<file path="config.mk">
export PLATFORM = sky130hd
export DESIGN_NAME = fetch_unit
export DESIGN_NICKNAME = d
export VERILOG_FILES = /design/src/rtl/riscv_pkg.sv /design/src/rtl/fetch_fifo.sv /design/src/rtl/fetch_unit.sv
export SDC_FILE = /design/constraint.sdc
export NUM_CORES = 1
export LEC_CHECK = 0
export ABC_AREA = 1
export CORE_MARGIN = 5
export CORE_UTILIZATION = 55
export DETAILED_ROUTE_END_ITERATION = 8
export GPL_ROUTABILITY_DRIVEN = 0
export PLACE_DENSITY = 0.75
export SKIP_LAST_GASP = 1
export SYNTH_ARGS = -nofsm -noshare
export SYNTH_HDL_FRONTEND = slang
export SYNTH_SLANG_ARGS = --single-unit
</file>
<file path="constraint.sdc">
create_clock -name clk -period 6.9 [get_ports clk]
set_input_delay 1.38 -clock clk [delete_from_list [all_inputs] [get_ports clk]]
set_output_delay 1.38 -clock clk [all_outputs]
set_load 0.05 [all_outputs]
</file>
<file path="src/rtl/riscv_pkg.sv">
// rtl/riscv_pkg.sv - shared fetch-stage types and defaults
package riscv_pkg;
  localparam int XLEN = 32;
  localparam logic [XLEN-1:0] DEFAULT_RESET_PC = 32'h0000_0000;

  typedef enum logic {
    FETCH = 1'b0,
    DRAIN = 1'b1
  } fetch_state_t;
endpackage

</file>
<file path="src/rtl/fetch_fifo.sv">
// rtl/fetch_fifo.sv - synchronous FIFO with flush, used for instruction and PC-tag queues
module fetch_fifo #(
  parameter int WIDTH = 32,
  parameter int DEPTH = 4
) (
  input  logic                     clk,
  input  logic                     rst,
  input  logic                     flush,
  input  logic                     push,
  input  logic [WIDTH-1:0]         push_data,
  input  logic                     pop,
  output logic [WIDTH-1:0]         head,
  output logic                     empty,
  output logic                     full,
  output logic [$clog2(DEPTH):0]   count
);
  localparam int AW = $clog2(DEPTH);

  logic [WIDTH-1:0] mem [DEPTH];
  logic [AW-1:0]    wr_ptr;
  logic [AW-1:0]    rd_ptr;
  logic             do_push;
  logic             do_pop;

  // A pop frees a slot in the same cycle, so a full queue can still accept a push.
  assign do_pop  = pop && !empty;
  assign do_push = push && (!full || do_pop);
  assign empty   = (count == '0);
  assign full    = (count == (AW+1)'(DEPTH));
  assign head    = mem[rd_ptr];

  always_ff @(posedge clk) begin
    if (rst || flush) begin
      wr_ptr <= '0;
      rd_ptr <= '0;
      count  <= '0;
    end else begin
      if (do_push) wr_ptr <= wr_ptr + AW'(1);
      if (do_pop)  rd_ptr <= rd_ptr + AW'(1);
      if (do_push && !do_pop)      count <= count + (AW+1)'(1);
      else if (!do_push && do_pop) count <= count - (AW+1)'(1);
    end
  end

  always_ff @(posedge clk) begin
    if (do_push) mem[wr_ptr] <= push_data;
  end
endmodule

</file>
<file path="src/rtl/fetch_unit.sv">
// rtl/fetch_unit.sv - credit-based instruction fetch with redirect flush and stale-response drain
module fetch_unit #(
  parameter int              XLEN     = riscv_pkg::XLEN,
  parameter int              DEPTH    = 4,
  parameter logic [XLEN-1:0] RESET_PC = riscv_pkg::DEFAULT_RESET_PC
) (
  input  logic            clk,
  input  logic            rst,
  output logic            imem_req_valid,
  output logic [XLEN-1:0] imem_req_addr,
  input  logic            imem_req_ready,
  input  logic            imem_rsp_valid,
  input  logic [XLEN-1:0] imem_rsp_data,
  input  logic            redirect_en,
  input  logic [XLEN-1:0] redirect_pc,
  output logic            out_valid,
  input  logic            out_ready,
  output logic [XLEN-1:0] out_instr,
  output logic [XLEN-1:0] out_pc
);
  import riscv_pkg::*;

  localparam int CW = $clog2(DEPTH) + 1;

  fetch_state_t      state, state_next;
  logic [XLEN-1:0]   pc;
  logic [CW-1:0]     outstanding, out_next;
  logic [CW-1:0]     drop_count, drop_next;
  logic [CW-1:0]     occupancy, tag_count;
  logic              credit_ok, req_fire, rsp_ok, rsp_keep, q_pop;
  logic              q_empty, q_full, tag_empty, tag_full;
  logic [XLEN-1:0]   tag_head;
  logic [2*XLEN-1:0] q_head;

  assign imem_req_addr = pc;
  assign credit_ok = ({1'b0, occupancy} + {1'b0, outstanding}) < (CW+1)'(DEPTH);
  assign req_fire  = imem_req_valid && imem_req_ready;
  // Responses with nothing outstanding are protocol errors and are ignored.
  assign rsp_ok    = imem_rsp_valid && (outstanding != '0);
  assign rsp_keep  = rsp_ok && (state == FETCH) && !redirect_en;
  assign out_valid = !rst && !q_empty && !redirect_en;
  assign q_pop     = out_valid && out_ready;
  assign out_instr = out_valid ? q_head[XLEN-1:0] : '0;
  assign out_pc    = out_valid ? q_head[2*XLEN-1:XLEN] : '0;

  always_comb begin
    out_next = outstanding;
    if (req_fire && !rsp_ok)      out_next = outstanding + CW'(1);
    else if (!req_fire && rsp_ok) out_next = outstanding - CW'(1);
  end

  always_comb begin
    state_next     = state;
    drop_next      = drop_count;
    imem_req_valid = !rst && (state == FETCH) && !redirect_en && credit_ok;
    if (redirect_en) begin
      drop_next  = out_next;
      state_next = (out_next != '0) ? DRAIN : FETCH;
    end else if (state == DRAIN && rsp_ok) begin
      drop_next = drop_count - CW'(1);
      if (drop_count == CW'(1)) state_next = FETCH;
    end
  end

  always_ff @(posedge clk) begin
    if (rst) state <= FETCH;
    else     state <= state_next;
  end

  always_ff @(posedge clk) begin
    if (rst) begin
      pc          <= RESET_PC;
      outstanding <= '0;
      drop_count  <= '0;
    end else begin
      outstanding <= out_next;
      drop_count  <= drop_next;
      if (redirect_en)   pc <= redirect_pc & ~(XLEN'(3));
      else if (req_fire) pc <= pc + XLEN'(4);
    end
  end

  fetch_fifo #(.WIDTH(XLEN), .DEPTH(DEPTH)) u_tag (
    .clk(clk), .rst(rst), .flush(redirect_en),
    .push(req_fire), .push_data(pc),
    .pop(rsp_keep), .head(tag_head),
    .empty(tag_empty), .full(tag_full), .count(tag_count)
  );

  fetch_fifo #(.WIDTH(2*XLEN), .DEPTH(DEPTH)) u_queue (
    .clk(clk), .rst(rst), .flush(redirect_en),
    .push(rsp_keep), .push_data({tag_head, imem_rsp_data}),
    .pop(q_pop), .head(q_head),
    .empty(q_empty), .full(q_full), .count(occupancy)
  );

  a_rsp_without_req: assert property (@(posedge clk) disable iff (rst)
    !(imem_rsp_valid && outstanding == '0));
  a_no_overflow: assert property (@(posedge clk) disable iff (rst)
    !(rsp_keep && q_full && !q_pop) && !(req_fire && tag_full));
  a_tag_tracks: assert property (@(posedge clk) disable iff (rst)
    (state == FETCH) |-> (tag_count == outstanding && (!rsp_keep || !tag_empty)));
endmodule

</file>
=== Word level (Yosys, flattened, before mapping) ===
Memory sizes are Yosys's and may differ from the RTL's. A register that Yosys moved wholly into a read port is not among the register bits.
Cells that the tools add are included.

* Output and inout bits: 98
* Memories: 2
* RAM bits: 384
* Word-level logic and storage cells: 102
* Input port bits: 70
* Register bits after elaboration: 53

{| class="wikitable"
|+ Memory list
! name !! depth !! width !! read ports !! clocked after Yosys merged registers in !! write ports !! RTL line !! RTL
|-
| u_queue.mem || 4 || 64 || 1 || 1 || 1 || fetch_fifo.sv:19 || <nowiki>logic [WIDTH-1:0] mem [DEPTH];</nowiki>
|-
| u_tag.mem || 4 || 32 || 1 || 1 || 1 || fetch_fifo.sv:19 ||
|}

* Bitwise gates (word level): 1
* Equality and inequality tests: 3
* Reductions and logical operators: 47
* $add $sub $neg: 13
* Magnitude comparators: 1
* Muxes and demuxes: 24

{| class="wikitable"
|+ Operators by type and width
! operator !! number
|-
| two-way mux 32 bit || 4
|-
| adder 32 x 3 -> 32 bit, second input constant || 1
|-
| two-way mux 3 bit || 8
|-
| logical AND 1 bit || 21
|-
| zero test 1 bit || 12
|-
| subtractor 3 x 1 -> 3 bit, second input constant || 4
|-
| nonzero test 2 bit || 5
|-
| adder 3 x 1 -> 3 bit, second input constant || 3
|-
| adder 2 x 1 -> 2 bit, second input constant || 4
|-
| two-way mux 1 bit || 8
|-
| two-way mux 2 bit || 4
|-
| == test 3 bit, second input constant || 2
|-
| zero test 3 bit || 2
|-
| nonzero test 3 bit || 2
|-
| adder 3 x 3 -> 4 bit || 1
|-
| less-than comparator 4 x 3 -> 1 bit, second input constant || 1
|-
| == test 3 x 1 -> 1 bit, second input constant || 1
|-
| logical OR 1 bit || 3
|-
| AND reduction 2 bit || 1
|-
| OR reduction 2 bit || 1
|-
| NOT 1 bit || 1
|}

=== Depth between registers and ports, before layout ===
* Depth in word-level cells: 12
* Gate-level depth with buffers: 16

=== Modules after synthesis ===
Synthesis repeated with hierarchy kept, for this count alone.

* Cells, all modules: 1,604
* Area total of the unflattened synthesis: 18,361.4 sq um

{| class="wikitable"
|+ By module, submodules not included
! module !! instances !! cells each !! area an instance (sq um) !! sequential area each (sq um)
|-
| fetch_fifo (u_queue) || 1 || 692 || 9,997.1 || 7,867.5
|-
| fetch_fifo (u_tag) || 1 || 382 || 5,283.8 || 4,023.9
|-
| fetch_unit || 1 || 530 || 3,080.5 || 740.7
|}

=== Worst setup path before layout ===
Ideal clock, no wire load.

* Path type: input port to flip-flop
* Start: input port rst
* End: memory u_queue.mem[0][0] (netlist bit) (enable)
* Data arrival time: 5.052 ns
* Buffers on the path: 1
* Required time: 6.418 ns
* Stages on the path: 8
* Path slack: 1.366 ns
* Setup time: 0.482 ns
* Path through: buf_6 > nor2_4 > inv_2 > a31oi_4 > nand2_2 > nand4_1 > nand2_2 > nor2_1

* Cells in the longest elaborated chain, start to end: 9

{| class="wikitable"
|+ RTL lines
! what !! RTL line !! RTL
|-
| start: declaration || fetch_unit.sv:8 || <nowiki>input logic rst,</nowiki>
|-
| zero test 1 bit || fetch_unit.sv:41 || <nowiki>assign out_valid = !rst && !q_empty && !redirect_en;</nowiki>
|-
| logical AND 1 bit (2 in a row) || fetch_unit.sv:41 ||
|-
| net out_valid || fetch_unit.sv:16 || <nowiki>output logic out_valid,</nowiki>
|-
| logical AND 1 bit || fetch_unit.sv:42 || <nowiki>assign q_pop = out_valid && out_ready;</nowiki>
|-
| logical AND 1 bit || fetch_fifo.sv:26 || <nowiki>assign do_pop = pop && !empty;</nowiki>
|-
| logical OR 1 bit || fetch_fifo.sv:27 || <nowiki>assign do_push = push && (!full || do_pop);</nowiki>
|-
| logical AND 1 bit || fetch_fifo.sv:27 ||
|-
| two-way mux 1 bit || fetch_fifo.sv:46 || <nowiki>if (do_push) mem[wr_ptr] <= push_data;</nowiki>
|-
| two-way mux 1 bit (not written as such) || fetch_fifo.sv:46 ||
|-
| end: declaration || fetch_fifo.sv:19 ||
|}

The timed path passes the listed nets, and every way through them passes these cells.

=== Final worst setup path ===
* Start: input port redirect_en
* End: output port out_instr[30]

* Cells in the longest elaborated chain, start to end: 3

{| class="wikitable"
|+ RTL lines
! what !! RTL line !! RTL
|-
| start: declaration || fetch_unit.sv:14 || <nowiki>input logic redirect_en,</nowiki>
|-
| zero test 1 bit || fetch_unit.sv:41 ||
|-
| logical AND 1 bit || fetch_unit.sv:41 ||
|-
| two-way mux 32 bit || fetch_unit.sv:43 || <nowiki>assign out_instr = out_valid ? q_head[XLEN-1:0] : '0;</nowiki>
|-
| end: declaration || fetch_unit.sv:18 || <nowiki>output logic [XLEN-1:0] out_instr,</nowiki>
|}

Every way passes these cells.

==> results_dict.tcl <==
set metrics [dict create \
    grt_use_met2_pct 34.1 \
    cpPeakStageDelay_ns 0.85 \
    layout.nets 1778 \
    path_class "input pin to primary output" \
    drcViolationCount 0 \
    synth_xor_area_share_pct 1.01 \
    place.port_buffers 161 \
    crit_required_ns 5.52 \
    syn_area_per_cell_um2 11.2 \
    netlist_area_um2 17400 \
    drtAntennaViolNets 0 \
    drv_slew 0 \
    first_global_vias 11418 \
    postCtsHoldBufs 0 \
    seq_area_frac_synth_pct 69.9 \
    cts_sinks 423 \
    drive_above_1_share_pct 6.17 \
    p_per_area_nw_per_um2 278 \
    antenna_found_initial 0 \
    cts_setup_buffers 0 \
    fin_worst_skew_ns 0.0134 \
    max_freq_mhz 176 \
    synthMuxAreaShare_pct 0 \
    fin_crit_ns 5.67 \
    synth-main-ff-cell "edfxtp_1" \
    synth_cell_types 39 \
    synth_compound_area_share_pct 10.9 \
    start_kind "input pin" \
    slowest_stage "clkdlybuf4s50_1" \
    grt_pass1_wl_um 60500 \
    antenna_cells 0 \
    cp_num_buf_inv 5 \
    critPathMaxFanout 62 \
    dieArea_um2 35300 \
    leakage_uw 0.00717 \
    worst_pin_slew_ns 1.12 \
    use_met1_pct 30.0 \
    cts_resized 0 \
    htree_levels 2 \
    status "finished, final reports clean" \
    fin_util_pct 65.9 \
    post-route-period-util_pct 82.2 \
    yosys_warnings 0 \
    routed_wl_um 38100 \
    vdd_drop_max_mv 0.151 \
    busiest_layer "met2" \
    slew_headroom_pct 25.4 \
    pin_count 168 \
    clk_latency_ns 0.54 \
    vias 11762 \
    grt_overflow 0 \
    synth_edf_count 368 \
    drtPass1Iterations 5 \
    maxCapViolations 0 \
    path_delay_family "buffers and inverters" \
    area_growth_pct 19.0 \
    crit_arrival_ns 4.29 \
    track_usage_pct 21.1 \
    path_clk_slew_ns 0.06 \
    dp_hpwl_um 22700 \
    cts_buffers 43 \
    worstPathCellList "clkdlybuf4s50_1 > buf_4 > nor2_4 > inv_2 > a31oi_4 > inv_2 > a21oi_1 > clkdlybuf4s50_1" \
    ys_async_sr_fraction_pct 0 \
    die_y_um 188 \
    rows 65 \
    synth_top_family_by_area "simple AND/OR/NAND/NOR gates" \
    setup_tns_ns 0 \
    synth_seq_cells 423 \
    end_kind "primary output" \
    power.total_uw 5750 \
    vias_per_cell 5.55 \
    dieWidth_um 188 \
    synthCells 1548 \
    holdCritPathClass "flip-flop to flip-flop" \
    grt_max_degree 83 \
    synth-simple-area-share_pct 12.9 \
    hold_viol_final 0 \
    ctsLongestPathBuffers 3 \
    root_buffer "clkbuf_16" \
    synth_fa_ha_area_share_pct 1.53 \
    core-area_um2 31400 \
    start_util_pct 55.4 \
    routedWlPerCell_um 18.0 \
    n_fill_cell 2295 \
    drtIter0Drc 1001 \
    rsz0062_at_grt "false" \
    final-setup-viol-count 0 \
    grt_use_met3_pct 4.04 \
    cts_tree "yes" \
]
## placed cells by master, fill, tap and decap left out, types with 2 or more instances in the layout
cell type and n:
clkinv_1 6, inv_6 2, o22ai_1 30, fa_1 2
dfxtp_1 53, a31oi_1 11, nor2_2 4, o21ai_0 211
nand2_2 4, nor3_1 11, clkbuf_1 8, inv_2 5
buf_4 15, o211ai_1 3, nand2_1 130, nand3_1 26
clkinv_2 7, clkbuf_8 2, nor2_4 9, nand3b_1 3
xnor2_1 3, clkbuf_16 44, conb_1 4, inv_1 77
xor2_1 17, nand4_1 7, bufinv_16 3, ha_1 18
clkdlybuf4s50_1 161, nor2_1 359, clkinv_4 2, edfxtp_1 368
a21oi_1 99
## synth_stat cells (8+ instances only)
library cell / n / share of area, %
clkbuf_1: 59 / 1.3
xor2_1: 17 / 0.86
edfxtp_1: 368 / 64
o21ai_0: 211 / 6.1
a31oi_1: 11 / 0.40
o22ai_1: 30 / 1.1
nand3_1: 26 / 0.75
dfxtp_1: 55 / 6.3
ha_1: 18 / 1.3
nor3_1: 11 / 0.32
nor2_1: 367 / 7.9
nand2_1: 130 / 2.8
a21oi_1: 99 / 2.8
buf_2: 8 / 0.23
inv_1: 78 / 1.7
buf_1: 10 / 0.22
## sequential cells by signal, indices dropped and copies added (netlist names), named ones only
register	count
u_queue.mem	248
outstanding	3
u_queue.count	3
imem_req_addr	30
u_queue.wr_ptr	2
drop_count	3
state	1
u_tag.rd_ptr	2
u_tag.count	3
u_tag.wr_ptr	2
u_queue.rd_ptr	2
u_tag.mem	120
## path summary, 6_finish.rpt
path	from	cells after the start	to	slack [ns]
worst max register to register	outstanding[2]	15	u_tag.count[2]	3.55
worst min register to register	u_tag.rd_ptr[1]	2	u_tag.rd_ptr[1]	0.47
worst min-delay path	u_tag.rd_ptr[1]	2	u_tag.rd_ptr[1]	0.47
worst max-delay path	redirect_en	8	out_instr[30]	1.23
## per-stage QoR
step           setup WS, ns  hold WS, ns  area (um2)  cells
2_1_floorplan          1.37        0.436       17400   1551
3_3_place_gp           1.37        0.449       19300   2045
3_5_place_dp           1.25        0.466       19300   2045
4_1_cts                1.24        0.475       20700   2121
5_1_grt                1.06        0.501       20700   2121
6_report               1.23        0.472       20700   2121
## metal layers
metal / up-vias / wire length, um
met5: - / 0
met4: 0 / 711
li1: 5656 / -
met1: 5546 / 16600
met2: 501 / 17600
met3: 59 / 3210
## final cells by class
cell class                 count  area (um2)  area share (%)
clock inverter                22         206           0.998
inverter                      82         308            1.49
multi-input combinational    962        4640            22.4
timing repair buffer         176        1720            8.33
tap                          402         503            2.43
clock buffer                  54        1160            5.60
sequential                   423       12200            58.7
## tightest hold or removal path: stages, from the launching register on
cell,delay [ns]
dfxtp_1,0.30
inv_1,0.05
a21oi_1,0.07
## logic make-up (layout without fill, tap and decap cells)
| group | Yosys count | after routing |
|---|---|---|
| simple gates | 558 | 558 |
| flops | 423 | 423 |
| compound gates | 360 | 360 |
| buf+inv | 166 | 334 |
| fa+ha+maj | 20 | 20 |
| xor+xnor | 20 | 20 |
| other cells | 1 | 4 |
## where the power goes
group	switching (uW)	leakage, uW	internal, uW
clock network	922	0.000670	1310
logic	371	0.00271	180
registers	70.0	0.00379	2900
Power figures use the tool's default switching activity.
